==> src/rtl/display_scan_controller_pkg.sv <==
// Shared types and constants for the seven-segment scan controller.
// Latency: n/a (declarations only).
// Backpressure: n/a.
package display_scan_controller_pkg;

    typedef enum logic {
        ST_BLANK = 1'b0,
        ST_SHOW  = 1'b1
    } scan_state_t;

    localparam int NUM_DIGITS = 4;
    localparam int BCD_W      = 4;
    localparam int DIGITS_W   = NUM_DIGITS * BCD_W;

    localparam logic [NUM_DIGITS-1:0] ANODE_OFF = 4'b1111;

    // True when digit idx is a suppressible leading zero: idx is not the
    // ones digit and nibble idx plus every more-significant nibble are 0.
    function automatic logic leading_zero(input logic [DIGITS_W-1:0] digits,
                                          input logic [1:0]          idx);
        logic lz;
        lz = (idx != 2'd0);
        for (int k = 0; k < NUM_DIGITS; k++) begin
            if (k >= int'(idx) && digits[k*BCD_W +: BCD_W] != '0) begin
                lz = 1'b0;
            end
        end
        return lz;
    endfunction

endpackage

==> src/rtl/display_scan_controller_scan_dwell_timer.sv <==
// Dwell timer: counts 0..i_term and flags the terminal count.
// Latency: o_done is combinational from the count register.
// Backpressure: none; i_restart clears the count on the next edge.
//
// Ports:
//   clk, rst   - clock, asynchronous active-high reset
//   i_restart  - clear the count (asserted on every FSM state change)
//   i_term     - terminal count (dwell length minus one) for the current state
//   o_done     - count has reached i_term this cycle
module scan_dwell_timer #(
    parameter int W = 2
) (
    input  logic         clk,
    input  logic         rst,
    input  logic         i_restart,
    input  logic [W-1:0] i_term,
    output logic         o_done
);

    logic [W-1:0] r_cnt;

    always_ff @(posedge clk or posedge rst) begin
        if (rst) begin
            r_cnt <= '0;
        end else if (i_restart) begin
            r_cnt <= '0;
        end else begin
            r_cnt <= r_cnt + 1'b1;
        end
    end

    assign o_done = (r_cnt == i_term);

endmodule

==> src/rtl/display_scan_controller.sv <==
// 4-digit seven-segment scan scheduler with blanking guard and frame-aligned digit commit.
// Latency: loaded digits appear at the next frame boundary; an/refreshcounter are registered.
// Backpressure: ready=0 while a value is pending; load is ignored until it commits.
//
// Ports:
//   clk, reset      - clock, asynchronous active-high reset
//   load, digit_in  - offer of a new 4-digit BCD value, taken when ready=1
//   display_en      - 0 blanks all anodes; timing is unaffected
//   ready           - pending buffer empty
//   digits_q        - committed digits, [3:0]=ones
//   refreshcounter  - digit index currently selected (0=ones)
//   an              - active-low anode enables
//   frame_done      - one-cycle pulse in the first cycle of each new frame
//
// Build option: define LEADING_ZERO_BLANK_EN to keep leading-zero digits dark.
module display_scan_controller
    import display_scan_controller_pkg::*;
#(
    parameter int REFRESH_DIV  = 100000,
    parameter int BLANK_CYCLES = 1000
) (
    input  logic                  clk,
    input  logic                  reset,
    input  logic                  load,
    input  logic [DIGITS_W-1:0]   digit_in,
    input  logic                  display_en,
    output logic                  ready,
    output logic [DIGITS_W-1:0]   digits_q,
    output logic [1:0]            refreshcounter,
    output logic [NUM_DIGITS-1:0] an,
    output logic                  frame_done
);

    localparam int DWELL_MAX = (REFRESH_DIV > BLANK_CYCLES) ? REFRESH_DIV : BLANK_CYCLES;
    localparam int CNT_W     = $clog2(DWELL_MAX);
    localparam logic [CNT_W-1:0] SHOW_TERM  = CNT_W'(REFRESH_DIV - 1);
    localparam logic [CNT_W-1:0] BLANK_TERM = CNT_W'(BLANK_CYCLES - 1);

    scan_state_t             r_state;
    scan_state_t             w_state_nxt;
    logic [CNT_W-1:0]        w_term;
    logic                    w_done;
    logic                    w_wrap;
    logic                    w_lit;
    logic [NUM_DIGITS-1:0]   w_an_nxt;

    logic [1:0]              r_idx;
    logic [NUM_DIGITS-1:0]   r_an;
    logic [DIGITS_W-1:0]     r_digits;
    logic [DIGITS_W-1:0]     r_pend;
    // r_ready doubles as the pending-buffer-empty flag.
    logic                    r_ready;
    logic                    r_frame_done;

    scan_dwell_timer #(
        .W (CNT_W)
    ) u_dwell (
        .clk       (clk),
        .rst       (reset),
        .i_restart (w_done),
        .i_term    (w_term),
        .o_done    (w_done)
    );

    always_ff @(posedge clk or posedge reset) begin
        if (reset) begin
            r_state <= ST_BLANK;
        end else begin
            r_state <= w_state_nxt;
        end
    end

    // Every dwell expiry is a state change, so the timer restarts on w_done.
    always_comb begin
        w_state_nxt = r_state;
        w_term      = BLANK_TERM;
        case (r_state)
            ST_BLANK: begin
                w_term = BLANK_TERM;
                if (w_done) begin
                    w_state_nxt = ST_SHOW;
                end
            end
            ST_SHOW: begin
                w_term = SHOW_TERM;
                if (w_done) begin
                    w_state_nxt = ST_BLANK;
                end
            end
            default: begin
                w_state_nxt = ST_BLANK;
            end
        endcase
    end

    // Last SHOW cycle of the leftmost digit: the frame boundary.
    assign w_wrap = (r_state == ST_SHOW) && w_done && (r_idx == 2'd3);

    // Anodes are computed from the next state so the registered value lines
    // up with the state it belongs to. The index only changes on SHOW->BLANK,
    // and digits only change on entry to BLANK, so current r_idx/r_digits are
    // the right ones whenever the next state is SHOW.
    always_comb begin
        w_an_nxt = ANODE_OFF;
        w_lit    = display_en;
`ifdef LEADING_ZERO_BLANK_EN
        if (leading_zero(r_digits, r_idx)) begin
            w_lit = 1'b0;
        end
`endif
        if (w_state_nxt == ST_SHOW && w_lit) begin
            w_an_nxt[r_idx] = 1'b0;
        end
    end

    always_ff @(posedge clk or posedge reset) begin
        if (reset) begin
            r_idx        <= 2'd0;
            r_an         <= ANODE_OFF;
            r_digits     <= '0;
            r_pend       <= '0;
            r_ready      <= 1'b1;
            r_frame_done <= 1'b0;
        end else begin
            r_an         <= w_an_nxt;
            r_frame_done <= w_wrap;
            if (r_state == ST_SHOW && w_done) begin
                r_idx <= r_idx + 2'd1;
            end
            // A pending value blocks load, so commit and capture never collide;
            // a load on the boundary cycle with an empty buffer waits a frame.
            if (w_wrap && !r_ready) begin
                r_digits <= r_pend;
                r_ready  <= 1'b1;
            end else if (load && r_ready) begin
                r_pend  <= digit_in;
                r_ready <= 1'b0;
            end
        end
    end

    assign ready          = r_ready;
    assign digits_q       = r_digits;
    assign refreshcounter = r_idx;
    assign an             = r_an;
    assign frame_done     = r_frame_done;

endmodule

==> config.mk <==
export PLATFORM = sky130hd
export DESIGN_NAME = display_scan_controller
export DESIGN_NICKNAME = d
export VERILOG_FILES = /design/src/rtl/display_scan_controller_pkg.sv /design/src/rtl/display_scan_controller_scan_dwell_timer.sv /design/src/rtl/display_scan_controller.sv
export SDC_FILE = /design/constraint.sdc
export NUM_CORES = 1
export LEC_CHECK = 0
export ABC_AREA = 1
export BUFFER_PORTS_ARGS = -buffer_cell sky130_fd_sc_hd__buf_2
export CAP_MARGIN = 20
export CORE_MARGIN = 2
export CORE_UTILIZATION = 32
export DETAILED_ROUTE_END_ITERATION = 10
export PLACE_DENSITY = 0.52
export SETUP_SLACK_MARGIN = 0.15
export SLEW_MARGIN = 20
export SYNTH_ARGS = -nofsm -noshare
export SYNTH_HDL_FRONTEND = slang
export SYNTH_HIERARCHICAL = 1
export SYNTH_SLANG_ARGS = --single-unit
==> constraint.sdc <==
create_clock -name clk -period 1.9 [get_ports clk]
set_clock_uncertainty 0.1 [all_clocks]
set_input_delay 0.38 -clock clk [delete_from_list [all_inputs] [get_ports clk]]
set_output_delay 0.38 -clock clk [all_outputs]
set_load 0.1 [all_outputs]
==> impl_metrics.tcl, run 1 <==
set metrics [dict create \
    crit_top_cell "nand2_2" \
    cp_data_required_time_ps 2020 \
    core-area_sq_um 8680 \
    p_per_area_nw_per_um2 711 \
    power_frac_clock_pct 48.4 \
    p_leak_nw 1.97 \
    io_pins 44 \
    path_delay_family "simple AND/OR/NAND/NOR gates" \
    end_kind "flip-flop" \
    cts.path.max_buffers 2 \
    grt_usage_pct 14.7 \
    ant_nets 0 \
    synth_area_leaders "dfrtp_1 47%, nand2_1 15%, dfstp_2 4.6%, nand3_1 4.4%, nand4_1 4.2%" \
    antenna_found_initial 0 \
    cts_buffers 9 \
    cts_root_buffer "clkbuf_8" \
    p_sw_share_pct 23.4 \
    post-dp-hpwl_microns 4610 \
    die_y_microns 98.4 \
    port_buffers 43 \
    wl_per_cell_microns 12.5 \
    grt_pass1_wl_microns 11400 \
    hold_viol 0 \
    start_util_pct 32.8 \
    met3_usage_pct 4.87 \
    grt-busiest-layer "met2" \
    dp_slack_ps -70.7 \
    met2_usage_pct 24.7 \
    grt-ovfl-total 0 \
    slowest_delay_ps 470 \
    pwr-share-seq_pct 47.8 \
    fmax_mhz 535 \
    rows 34 \
    irDropWorstVdd_uv 305 \
    final_max_slew_viol_count 0 \
    wl_microns 6710 \
    critPathMaxFanout 8 \
    criticalPathCategory "flip-flop to flip-flop" \
    max_cap_viol_count 0 \
    synth_cells 344 \
    n_antenna_cell 0 \
    clock_latency_ps 340 \
    grt_max_degree 40 \
    dieArea_sq_um 9670 \
    whs_ps 142 \
    vias 2444 \
    critPathSlowestCell "dfrtp_2" \
    cts.sinks 58 \
    dp_cells 514 \
    synth_top_area_cell "dfrtp_1" \
    post-route-period-util_pct 98.3 \
    syn_to_final_growth_pct 32.5 \
    hold_start "display_en" \
    yosysTopAreaCellShare_pct 46.6 \
    ys_ff_latch 58 \
    dr.pass1.iters 4 \
    grt_pass1_vias 2384 \
    synth_cell_types 28 \
    min_path_type "input port to flip-flop" \
    setup_viol 0 \
    crit_buf_inv 1 \
    drt_iter0_drc 117 \
    grt_util_met1_pct 18.0 \
    clk_pin_slew_worst_paths_ps 70 \
    place_congestion 0.859 \
    layout-drive-gt1-share_pct 31.8 \
    yosysSeqAreaShare_pct 51.2 \
    via_per_inst 4.53 \
    fill_cells 902 \
    nets 452 \
    critPathLaunchType "flip-flop" \
    finalSetupTns_ps 0 \
    finalWorstSetupSlack_ps 31.4 \
    rsz0062_at_grt "true" \
    cp-startpoint "r_state$_DFF_PP0_" \
    power_switching_w 0.000628 \
    tritoncts "yes" \
    crit_chain "inv_4, nand2_2, nand2_2, nand2_2, nor2_4, nand3_2, nor2_4, ha_4, nand3_4, nand2_1, nand2_1" \
    outcome "completed" \
    pwr-share-comb_pct 3.8 \
    final_area_sq_um 3770 \
    placed_cell_area_sq_um 3370 \
    intPower_w 0.00205 \
    final_cells 539 \
    drc 0 \
    syn_area_per_cell_sq_um 8.28 \
    fp.dieW_microns 98.4 \
    yosys_warnings 6 \
    htreeDepth 3 \
    netlist_area_sq_um 2850 \
    worstReg2RegStart "r_state$_DFF_PP0_" \
    cp_data_arrival_time_ps 1990 \
    min_period_ps 1870 \
]
==> registers in the layout (all words and copies together) (netlist names) <==
| register | count |
|---|---|
| r_state | 1 |
| u_dwell/r_cnt | 17 |
| ready | 1 |
| digits_q | 16 |
| frame_done | 1 |
| refreshcounter | 2 |
| r_pend | 16 |
| an | 4 |
==> routing by layer <==
metal / routed length, microns / vias to the layer above
li1: - / 1250
met1: 3080 / 1147
met2: 3290 / 39
met3: 259 / 8
met4: 78 / 0
met5: 0 / -
==> logic make-up after synthesis <==
| kind of cell | Yosys count | share of synthesized area (%) |
|---|---|---|
| other | 2 | 0.264 |
| AOI/OAI and AO/OA | 21 | 3.95 |
| xor gates and xnor gates | 10 | 3.07 |
| buffers and inverters | 45 | 7.33 |
| DFF | 58 | 51.2 |
| adders and majority gates | 6 | 2.63 |
| and+or+nand+nor | 202 | 31.6 |
==> cell usage in the layout (no fill, tap or decap), types with 12 or more instances in the layout <==
master,Yosys,routed
nand4_1,19,19
nor2_1,28,24
dfrtp_1,53,50
buf_4,3,25
nand2_1,111,104
conb_1,2,12
nand3_1,25,23
nand2_2,7,14
inv_1,29,26
buf_2,7,38
==> cell type report <==
| class | count | area [sq um] | area share, % |
|---|---|---|---|
| repair inverters | 1 | 7.51 | 0.199 |
| inverters | 33 | 135 | 3.58 |
| well taps | 108 | 135 | 3.58 |
| repair buffers | 70 | 473 | 12.5 |
| clock inverters | 7 | 103 | 2.72 |
| clock buffers | 9 | 124 | 3.28 |
| flip-flops and latches | 58 | 1460 | 38.7 |
| multi-input cells | 253 | 1340 | 35.4 |
==> synth_stat cells, drive strengths merged <==
cell	number
conb	2
buf	12
dfrtp	53
ha	6
nand4	19
nor2	33
o21ai	11
xnor2	5
nand3	27
nand2	118
nor3	4
and2	1
dfstp	5
xor2	5
inv	33
o22ai	1
a21oi	8
o21bai	1
==> through the flow <==
stage	utilization, %	power (W)
6_report	43.5	0.00268
5_1_grt	43.5	0.00280
4_1_cts	42.6	0.00273
3_5_place_dp	38.8	0.00140
3_3_place_gp	38.8	0.00140
2_1_floorplan	-	0.00136
==> power by group through the flow <==
stage               Combinational [W]  Sequential, W  Clock, W
floorplan                   0.0000596        0.00130         0
global placement            0.0000991        0.00130         0
detailed placement           0.000101        0.00130         0
CTS                          0.000103        0.00128   0.00134
global route                 0.000120        0.00128   0.00139
finish                       0.000102        0.00128   0.00130
==> path summary, 6_finish.rpt <==
path | to | slack [ps] | cells past startpoint
max reg2reg | digits_q[10]$_DFFE_PP0P_ | 30 | 11
max in group asynchronous | ready$_DFFE_PP1P_ | 840 | 4
min in group asynchronous | u_dwell/r_cnt[6]$_DFF_PP0_ | 520 | 4
min | an[3]$_DFF_PP1_ | 140 | 2
min reg2reg | digits_q[15]$_DFFE_PP0P_ | 370 | 2
max | digits_q[10]$_DFFE_PP0P_ | 30 | 11
==> timing repair <==
item	4_1_cts	5_1_grt
setup endpoints to repair	36	33
pin swaps	10	9
gates cloned	3	1
hold endpoints to repair	17	0
buffers inserted	2	2
resized for setup	15	22
hold buffers	1	0
(Power assumes the default switching activity.)
==> inputs of run 2 (changes only) <==
Settings changed: CELL_PAD_IN_SITES_DETAIL_PLACEMENT set to 0, CELL_PAD_IN_SITES_GLOBAL_PLACEMENT set to 2, CORE_UTILIZATION 32 to 30, PLACE_DENSITY 0.52 to 0.75.
==> impl_metrics.tcl, run 2 (synthesized netlist as in run 1, its figures left out) <==
set metrics [dict create \
    outcome "completed" \
    dp_slack_ps -103 \
    layout.cells.most_common_list "109 x nand2_1, 50 x dfrtp_1, 38 x buf_2" \
    grt_pass1_wl_microns 11600 \
    drc 0 \
    fmax_mhz 541 \
    irDropWorstVdd_uv 324 \
    wl_microns 6800 \
    vias 2378 \
    path_delay_family "simple AND/OR/NAND/NOR gates" \
    clk_pin_slew_worst_paths_ps 70 \
    critPathSlowestCell "dfrtp_2" \
    finalWorstSetupSlack_ps 52.3 \
    cts.path.max_buffers 2 \
    clock_latency_ps 340 \
    mostFrequentLayoutCell "nand2_1" \
    htreeDepth 3 \
    n_antenna_cell 0 \
    grt_util_met1_pct 18.6 \
    start_util_pct 30.8 \
    dr.pass1.iters 5 \
    die_y_microns 101 \
    r2r_slack_ps 50 \
    whs_ps 140 \
    largest_register_ffs 17 \
    rsz0062_at_grt "true" \
    wl_per_cell_microns 12.2 \
    grt_max_degree 42 \
    grt-ovfl-total 0 \
    final_max_slew_viol_count 0 \
    met3_usage_pct 3.86 \
    via_per_inst 4.26 \
    cp_data_required_time_ps 2040 \
    post-route-period-util_pct 97.2 \
    cts_buffers 9 \
    syn_to_final_growth_pct 30.1 \
    crit_buf_inv 2 \
    end_kind "flip-flop" \
    rows 35 \
    grt_pass1_vias 2395 \
    dieArea_sq_um 10300 \
    port_buffers 43 \
    crit_top_cell "nand2_1" \
    grt_usage_pct 14.7 \
    p_per_area_nw_per_um2 695 \
    drt_iter0_drc 70 \
    slowest_delay_ps 450 \
    critPathMaxFanout 8 \
    critPathLaunchType "flip-flop" \
    min_period_ps 1850 \
    io_pins 44 \
    cp_data_arrival_time_ps 1990 \
    crit_chain "buf_6, inv_2, nand2_1, nand2_1, nand2_1, nor2_2, nand3_2, nor2_4, ha_4, nand3_4, nand2_2, nand2_1" \
    hold_viol 0 \
    tritoncts "yes" \
    p_leak_nw 1.96 \
    min_path_type "input port to flip-flop" \
    grt-busiest-layer "met2" \
    post-dp-hpwl_microns 4780 \
    layout-drive-gt1-share_pct 28.9 \
    nets 450 \
    largest_register "u_dwell/r_cnt" \
    max_cap_viol_count 0 \
    ant_nets 0 \
    place_congestion 0.820 \
    fill_cells 962 \
    slew_headroom_pct 65.3 \
    fp.dieW_microns 101 \
    met2_usage_pct 24.1 \
    criticalPathCategory "flip-flop to flip-flop" \
    worst_pin_slew_ps 520 \
    cts_root_buffer "clkbuf_8" \
    core-area_sq_um 9240 \
    setup_viol 0 \
    antenna_found_initial 1 \
    cts.sinks 58 \
]
[run 2: cell types whose count changed in the layout (fill, tap and decap cells not counted), moves of 2 or more]
cell	change
clkbuf_8	+3
clkinvlp_4	-3
nand2_1	+5
clkbuf_1	+2
nand2_2	-5
o21ai_0	+4
inv_2	+3
clkinv_4	-3
o21ai_2	-3
[run 2: report_power, final]
part / internal (W) / switching [W] / total (W)
Combinational: 0.0000372 / 0.0000596 / 0.0000968
Sequential: 0.00127 / 0.0000160 / 0.00128
Clock: 0.000712 / 0.000484 / 0.00120
[run 2: per-stage QoR]
| step | util (%) | area (sq um) | cells | TNS [ps] | total power, W |
|---|---|---|---|---|---|
| after floorplan | - | 2910 | 354 | 0 | 0.00136 |
| after global placement | 36.7 | 3390 | 536 | -1260 | 0.00140 |
| after detailed placement | 36.7 | 3390 | 536 | -1640 | 0.00140 |
| after CTS | 39.9 | 3690 | 558 | 0 | 0.00262 |
| after global routing | 40.1 | 3710 | 558 | -2050 | 0.00269 |
| final | 40.1 | 3710 | 558 | 0 | 0.00258 |
[run 2: worst register-to-register path: cells and delay by family, from the launching register on]
family / cells / cell delay [ps]
buf+inv: 2 / 170
simple gates: 9 / 820
flops: 1 / 450
fa+ha+maj: 1 / 210
[run 2: routing by layer]
metal  share of wire, %  wire, microns
met1                 47           3190
met2                 48           3270
met3                3.4            232
met4                1.5            104
met5                  0              0
[run 2: layout make-up]
| class | count | area (sq um) | area share, % |
|---|---|---|---|
| multi-input combinational | 252 | 1280 | 34.5 |
| inverter | 33 | 129 | 3.48 |
| tap | 129 | 161 | 4.36 |
| timing repair buffer | 70 | 468 | 12.6 |
| clock inverter | 2 | 35.0 | 0.945 |
| clock buffer | 14 | 173 | 4.66 |
| sequential | 58 | 1460 | 39.4 |
[run 2: worst paths after layout]
kind / depth (start not counted) / startpoint / to
min reg2reg: 2 / digits_q[0]$_DFFE_PP0P_ / digits_q[0]$_DFFE_PP0P_
min: 2 / display_en / an[3]$_DFF_PP1_
max in group asynchronous: 4 / reset / refreshcounter[0]$_DFFE_PP0P_
max reg2reg: 12 / r_state$_DFF_PP0_ / digits_q[14]$_DFFE_PP0P_
max: 12 / r_state$_DFF_PP0_ / digits_q[14]$_DFFE_PP0P_
min in group asynchronous: 4 / reset / u_dwell/r_cnt[4]$_DFF_PP0_
[run 2: timing repair]
item                                    in CTS  in global routing
hold buffers                                 1                  0
pin swaps                                    2                  0
endpoints found under the setup margin      39                 39
cloned                                       1                  0
endpoints found under the hold margin       17                  0
gates resized for setup                     14                  7
buffers inserted                             4                  0
